$ cat src/rtl/map_cr_pkg.sv
// map_cr_pkg: shared op codes and FSM state encoding for the MAP PC / return-stack control
package map_cr_pkg;
    localparam logic [2:0] OP_HOLD = 3'b000;
    localparam logic [2:0] OP_INC  = 3'b001;
    localparam logic [2:0] OP_JUMP = 3'b010;
    localparam logic [2:0] OP_CALL = 3'b011;
    localparam logic [2:0] OP_RET  = 3'b100;
    typedef enum logic {ST_RUN = 1'b0, ST_FAULT = 1'b1} state_t;
endpackage

$ cat src/rtl/map_ret_stack.sv
// map_ret_stack: DEPTH x ADDR_W return-address register file with push/pop, top and count
// Ports: clk, rst (async, active-high), push, pop, din (pushed address),
//        top (entry below count), count (0..DEPTH), full, empty.
// Entry storage is not reset; only the count is.
module map_ret_stack #(
    parameter int ADDR_W = 8,
    parameter int DEPTH  = 8
) (
    input  logic                         clk,
    input  logic                         rst,
    input  logic                         push,
    input  logic                         pop,
    input  logic [ADDR_W-1:0]            din,
    output logic [ADDR_W-1:0]            top,
    output logic [$clog2(DEPTH+1)-1:0]   count,
    output logic                         full,
    output logic                         empty
);
    localparam int SP_W  = $clog2(DEPTH + 1);
    localparam int IDX_W = $clog2(DEPTH);
    logic [ADDR_W-1:0] mem [DEPTH];
    logic [SP_W-1:0]   below;
    assign below = count - 1'b1;
    assign top   = mem[below[IDX_W-1:0]];
    assign full  = count == SP_W'(DEPTH);
    assign empty = count == '0;
    always_ff @(posedge clk)
        if (push && !full) mem[count[IDX_W-1:0]] <= din;
    always_ff @(posedge clk or posedge rst)
        if (rst) count <= '0;
        else if (push && !full) count <= count + 1'b1;
        else if (pop && !empty) count <= count - 1'b1;
endmodule

$ cat src/rtl/map_pc_stack_ctrl.sv
// map_pc_stack_ctrl: program counter with INC/JUMP/CALL/RET through a hardware return stack
// Ports: CLK, RST (async, active-high), iEN (op qualifier), iOP (op code), iADDR (target),
//        oADDR (PC), oSP (stack count), oFULL, oEMPTY, oERR (sticky stack fault).
// Build option MAP_STACK_TRAP_EN: a stack fault loads TRAP_VECTOR and keeps running
// instead of freezing in the FAULT state.
module map_pc_stack_ctrl
    import map_cr_pkg::*;
#(
    parameter int                ADDR_W       = 8,
    parameter int                STACK_DEPTH  = 8,
    parameter logic [ADDR_W-1:0] RESET_VECTOR = '0,
    parameter logic [ADDR_W-1:0] TRAP_VECTOR  = ADDR_W'('hF0)
) (
    input  logic                               CLK,
    input  logic                               RST,
    input  logic                               iEN,
    input  logic [2:0]                         iOP,
    input  logic [ADDR_W-1:0]                  iADDR,
    output logic [ADDR_W-1:0]                  oADDR,
    output logic [$clog2(STACK_DEPTH+1)-1:0]   oSP,
    output logic                               oFULL,
    output logic                               oEMPTY,
    output logic                               oERR
);
`ifdef MAP_STACK_TRAP_EN
    localparam bit TRAP_EN = 1'b1;
`else
    localparam bit TRAP_EN = 1'b0;
`endif
    state_t            state, state_nxt;
    logic [ADDR_W-1:0] pc, pc_nxt, pc_inc, top;
    logic              err, err_nxt, push, pop, fault;
    assign pc_inc = pc + 1'b1;
    assign oADDR  = pc;
    assign oERR   = err;
    map_ret_stack #(.ADDR_W(ADDR_W), .DEPTH(STACK_DEPTH)) u_stack (
        .clk(CLK), .rst(RST), .push(push), .pop(pop), .din(pc_inc),
        .top(top), .count(oSP), .full(oFULL), .empty(oEMPTY)
    );
    always_ff @(posedge CLK or posedge RST)
        if (RST) begin
            state <= ST_RUN;
            pc    <= RESET_VECTOR;
            err   <= 1'b0;
        end else begin
            state <= state_nxt;
            pc    <= pc_nxt;
            err   <= err_nxt;
        end
    // A faulting CALL/RET never touches the stack: push/pop stay low on that path.
    always_comb begin
        state_nxt = state;
        pc_nxt    = pc;
        err_nxt   = err;
        push      = 1'b0;
        pop       = 1'b0;
        fault     = 1'b0;
        if (state == ST_RUN && iEN)
            case (iOP)
                OP_INC:  pc_nxt = pc_inc;
                OP_JUMP: pc_nxt = iADDR;
                OP_CALL: begin
                    fault  = oFULL;
                    push   = !oFULL;
                    pc_nxt = oFULL ? pc : iADDR;
                end
                OP_RET: begin
                    fault  = oEMPTY;
                    pop    = !oEMPTY;
                    pc_nxt = oEMPTY ? pc : top;
                end
                default: ;
            endcase
        if (fault) begin
            err_nxt   = 1'b1;
            pc_nxt    = TRAP_EN ? TRAP_VECTOR : pc;
            state_nxt = TRAP_EN ? ST_RUN : ST_FAULT;
        end
    end
endmodule

$ cat config.mk
export PLATFORM = sky130hd
export DESIGN_NAME = map_pc_stack_ctrl
export DESIGN_NICKNAME = d
export VERILOG_FILES = /design/src/rtl/map_cr_pkg.sv /design/src/rtl/map_ret_stack.sv /design/src/rtl/map_pc_stack_ctrl.sv
export SDC_FILE = /design/constraint.sdc
export NUM_CORES = 1
export LEC_CHECK = 0
export CAP_MARGIN = 20
export CORE_ASPECT_RATIO = 0.5
export CORE_MARGIN = 1.5
export CORE_UTILIZATION = 55
export CTS_BUF_LIST = sky130_fd_sc_hd__clkbuf_2
export DETAILED_ROUTE_END_ITERATION = 12
export MAX_ROUTING_LAYER = met4
export PLACE_DENSITY_LB_ADDON = 0.12
export SLEW_MARGIN = 5
export SYNTH_ARGS = -nofsm -noshare
export SYNTH_HDL_FRONTEND = slang
export SYNTH_SLANG_ARGS = --single-unit
$ cat constraint.sdc
create_clock -name CLK -period 4.1 [get_ports CLK]
set_input_delay 0.615 -clock CLK [delete_from_list [all_inputs] [get_ports CLK]]
set_output_delay 0.615 -clock CLK [all_outputs]
set_load 0.02 [all_outputs]
* Word-level counts from Yosys, hierarchy flattened *
Memories as Yosys holds them, arrays and structs flattened.
Index checks and enable logic that the tools add are counted.

operators by class
  add/subtract/negate cells = 3
  equal/unequal tests = 7
  mux-type cells = 13
  bitwise logic cells = 2
  reduce and logical (&&, ||, !) cells = 9

operators with widths
  cell                 number
  $pmux 8 s4           1
  $mux 8               2
  $add 8x1->8 const B  1
  $mux 4               2
  $mux 1               7
  $eq 3x2->1 const B   2
  $reduce_and 5->1     1
  $add 4x1->4 const B  1
  $eq 4x4->1 const B   1
  $logic_not 4->1      1
  $ne 2x2->1 const B   2
  $reduce_bool 4->1    1
  $sub 4x1->4 const B  1
  $eq 3x1->1 const B   1
  $eq 3x3->1 const B   1
  $logic_and 1x1->1    3
  $logic_not 1->1      2
  $not 1->1            2
  $pmux 1 s2           1
  $reduce_bool 2->1    1

word-level totals
  register bits after elaboration = 13
  RAM bits = 64
  bits of input ports = 14
  output and inout bits = 15
  logic and storage cells = 38
  memories = 1

memory list
  memory       depth  bits a word  rd ports  clocked after memory_dff  write ports  line                 text
  u_stack.mem  8      8            1         0                         1            map_ret_stack.sv:21  logic [ADDR_W-1:0] mem [DEPTH];

* Depth between registers and ports, before layout *
  word-level depth = 7
  gate-level depth with buffers = 9
  gate-level depth less buffers = 7

* By module *
A second synthesis with hierarchy kept.

second synthesis, totals
  cells, all modules = 233
  area, all modules = 3643.5 um^2

modules (own cells, without submodules)
  module             times used  cells an instance  area an instance (um^2)  sequential area each (um^2)
  map_ret_stack      1           146                2837.7                   2021.9
  map_pc_stack_ctrl  1           87                 805.8                    225.2

* Least setup slack after synthesis *
No wires, ideal clock.

  path type = register to register
  from = reg u_stack.count[0]
  to = mem u_stack.mem[0][0], enable pin
  setup time = 395 ps
  arrival time = 2683 ps
  data required time = 3705 ps
  slack = 1023 ps
  stages on the path, launching flop included = 7
  buffers on the path = 1
  period minus slack after synthesis = 3077 ps
  path through = dfrtp_1 -> clkbuf_1 -> inv_1 -> ha_1 -> and3b_1 -> nand4b_1 -> nor4_1

between the ends
  longest elaborated chain between the ends = 7

RTL lines
  item                            line                                          text
  start, declared                 map_ret_stack.sv:15                           output logic [$clog2(DEPTH+1)-1:0] count,
  start signal, assigned          map_ret_stack.sv:31                           else if (push && !full) count <= count + 1'b1;
  start signal, assigned          map_ret_stack.sv:32                           else if (pop && !empty) count <= count - 1'b1;
  $eq 4x4->1 *                    map_ret_stack.sv:25                           assign full = count == SP_W'(DEPTH);
  via oFULL                       map_pc_stack_ctrl.sv:21                       output logic oFULL,
  $logic_not 1->1 *               map_ret_stack.sv:28, map_pc_stack_ctrl.sv:64
  $mux 1                          map_pc_stack_ctrl.sv:59                       case (iOP)
  $mux 1                          map_pc_stack_ctrl.sv:58                       if (state == ST_RUN && iEN)
  $logic_and 1x1->1 *             map_ret_stack.sv:28                           if (push && !full) mem[count[IDX_W-1:0]] <= din;
  $mux 1 *                        map_ret_stack.sv:28
  $mux 1 (not written as such) *  map_ret_stack.sv:28
  end, declared                   map_ret_stack.sv:21

Mark *: on every way through the listed nets, which the timed path passes. The rest lies on a longest branch.

* Worst setup path in the final report *
  from = reg u_stack.count[1]
  to = out oEMPTY

between the ends
  longest elaborated chain between the ends = 1

RTL lines
  item             line                     text
  $logic_not 4->1  map_ret_stack.sv:26      assign empty = count == '0;
  end, declared    map_pc_stack_ctrl.sv:22  output logic oEMPTY,

No other way between the ends.

==> impl_metrics.toml <==
[setup_path]
endpoint_kind = "output pin"
cp_max_fo = 7
cp.required_ns = 3.48
startpoint_type = "flip-flop"
critPathArrivalTime_ns = 2.25
worstSetupPathType = "flip-flop to output pin"
worstSetupStartpoint = "u_stack.count[1]"
rr_startpoint = "u_stack.count[1]"

[outcome]
status = "finished clean"

[final_layout]
stdcell_count = 349
n_antenna_cell = 0
final_nets = 275
drive_above_1_share = 0.169
area_delta_synth_final_pct = 15.3

[sta]
slew_headroom = 0.376
worstMarginPinSlew_ns = 0.930
finalCritPeriodShare = 0.700
fin_ws_ns = 1.23
finalClockSkew_ns = 0.0261
min_period_ns = 2.87
finalMaxSlewViolations = 0
fmax_mhz = 349
hold_viol_final = 0
rsz0062_at_grt = "no"
finalSetupViolCount = 0
fin_setup_tns_ns = 0

[clocking]
clkTransAtPathRegs_ns = 0.21
cts_setup_buffers = 0
hold_buffers = 0
clk_root_buffer_cell = "clkbuf_2"
cts_resized = 0
cts_tree = "built"
h-tree-depth = 3
clock_path_buffers = 2
clock_sinks = 77
cts_made_buffers = 9
clk-insertion-delay-late_ns = 0.52

[synthesis]
syn_area_per_cell_um2 = 15.7
ys_seq_area_frac = 0.654
syn_inst = 219
synth_cell_types = 46
yosysWarnings = 0
synth_edf_count = 64
ys.flop_type = "edfxtp_1"
ys_ff_latch = 77
synth_async_sr_flop_share = 0.169
netlist_area_um2 = 3440
synth_nets = 237

[die]
fp.coreArea_um2 = 6060
die_w_um = 115
die_area_um2 = 6760
chipHeight_um = 58.9
pin_count = 29
initial_utilization = 0.567
rows = 20

[placement]
dp_hpwl_mm = 4.89
routabilityCongestion = 0.858
portBuffers = 28
place_ws_ns = 1.04
place_inst = 334

[global_routing]
grt_usage = 0.246
grt.overflow.total = 0
grt_start_max_net_pins = 22
grt_pass1_wl_mm = 11.0
antenna_found_initial = 0
grt_pass1_vias = 1963

[power]
p_leak_nw = 1.38
finalPower_w = 0.00282
power.density_nw_per_um2 = 711
vdd.ir_drop.worst_mv = 0.301

[min_path]
hp-class = "input pin to asynchronous set/reset pin"

[drt]
vias = 2000
viasPerCell = 5.73
drc = 0
routed_wl_mm = 7.11
drt.antenna.violating_nets = 0
post_drt_wl_per_cell_um = 20.4
dr.pass1.iters = 5
first_iter_violations = 163

[run]
drv_cap = 0
==> registers in the layout, indices dropped and copies added, names as in the netlist <==
register / cells
oADDR: 8
oERR: 1
u_stack.count: 4
u_stack.mem: 64
==> metal layers <==
metal	global-route usage	vias up	wire, um
met3	0.0886	2	675
met5	-	-	0
met4	0.0582	0	14
met2	0.334	74	3080
li1	-	930	-
met1	0.356	994	3340
==> cells in the mapped netlist (3+ instances only) <==
library cell  number  area (um^2)
edfxtp_1          64         1920
nor2_1            17         63.8
mux4_2            15          338
dfrtp_1           13          325
nand2_1           11         41.3
inv_1              8         30.0
o21ai_0            8         40.0
a21oi_1            6         30.0
mux2i_1            6         60.1
nor3_1             5         25.0
xor2_1             5         43.8
ha_1               4         50.1
xnor2_1            4         35.0
a22o_1             3         26.3
clkbuf_1           3         11.3
nand3_1            3         15.0
nor4_1             3         18.8
o22ai_1            3         18.8
==> worst max-delay path, cell delays in order (launching register included) <==
cell	delay, ns
dfrtp_1	0.50
inv_1	0.21
ha_1	0.20
nand2b_1	0.08
nor2_1	0.12
clkdlybuf4s50_1	0.62
==> through the flow <==
stage	util	hold WS (ns)	cell area, um^2
after floorplan	-	0.492	3440
after global placement	0.633	0.493	3830
after detailed placement	0.633	0.496	3830
after CTS	0.654	0.367	3960
after global routing	0.654	0.346	3960
final	0.654	0.401	3960
==> report_power, final <==
part	switching [W]	total [W]	internal [W]
Sequential	0.000104	0.00115	0.00105
Combinational	0.000686	0.00121	0.000524
Clock	0.000256	0.000456	0.000200
==> layout by cell type (no fill, tap or decap), types with 3 or more instances in the layout <==
cell / count
buf_4: 7
a22o_1: 3
o21ai_0: 8
nor4_1: 3
a21oi_1: 6
o22ai_1: 3
edfxtp_1: 64
mux2i_1: 6
nand2_1: 11
dfrtp_1: 13
xnor2_1: 4
inv_1: 8
clkbuf_2: 9
nor2_1: 17
mux4_2: 15
ha_1: 4
clkdlybuf4s50_1: 28
xor2_1: 5
nand3_1: 3
nor3_1: 5
==> final cells by class <==
class / count / area (um^2)
fillers: 466 / 2090
well taps: 88 / 110
multi-input cells: 125 / 1110
flip-flops and latches: 77 / 2250
clock buffers: 9 / 45.0
clock inverters: 6 / 86.3
repair buffers: 35 / 333
inverters: 9 / 33.8
==> final timing paths <==
path / end / slack, ns / cells past startpoint
max: oEMPTY / 1.23 / 5
min: oERR / 0.40 / 2
max reg2reg: oADDR[6] / 1.33 / 7
min reg2reg: oERR / 0.54 / 1
max in group asynchronous: oADDR[4] / 3.33 / 2
min in group CLK: oERR / 0.54 / 1
==> cell families after synthesis <==
| group | count (synthesis) | share of synthesized area |
|---|---|---|
| compound gates | 33 | 0.0674 |
| xor+xnor | 10 | 0.0310 |
| fa+ha+maj | 4 | 0.0146 |
| buf+inv | 17 | 0.0237 |
| flops | 77 | 0.654 |
| mux | 24 | 0.130 |
| simple gates | 54 | 0.0794 |
Power figures use the tool's default switching activity.
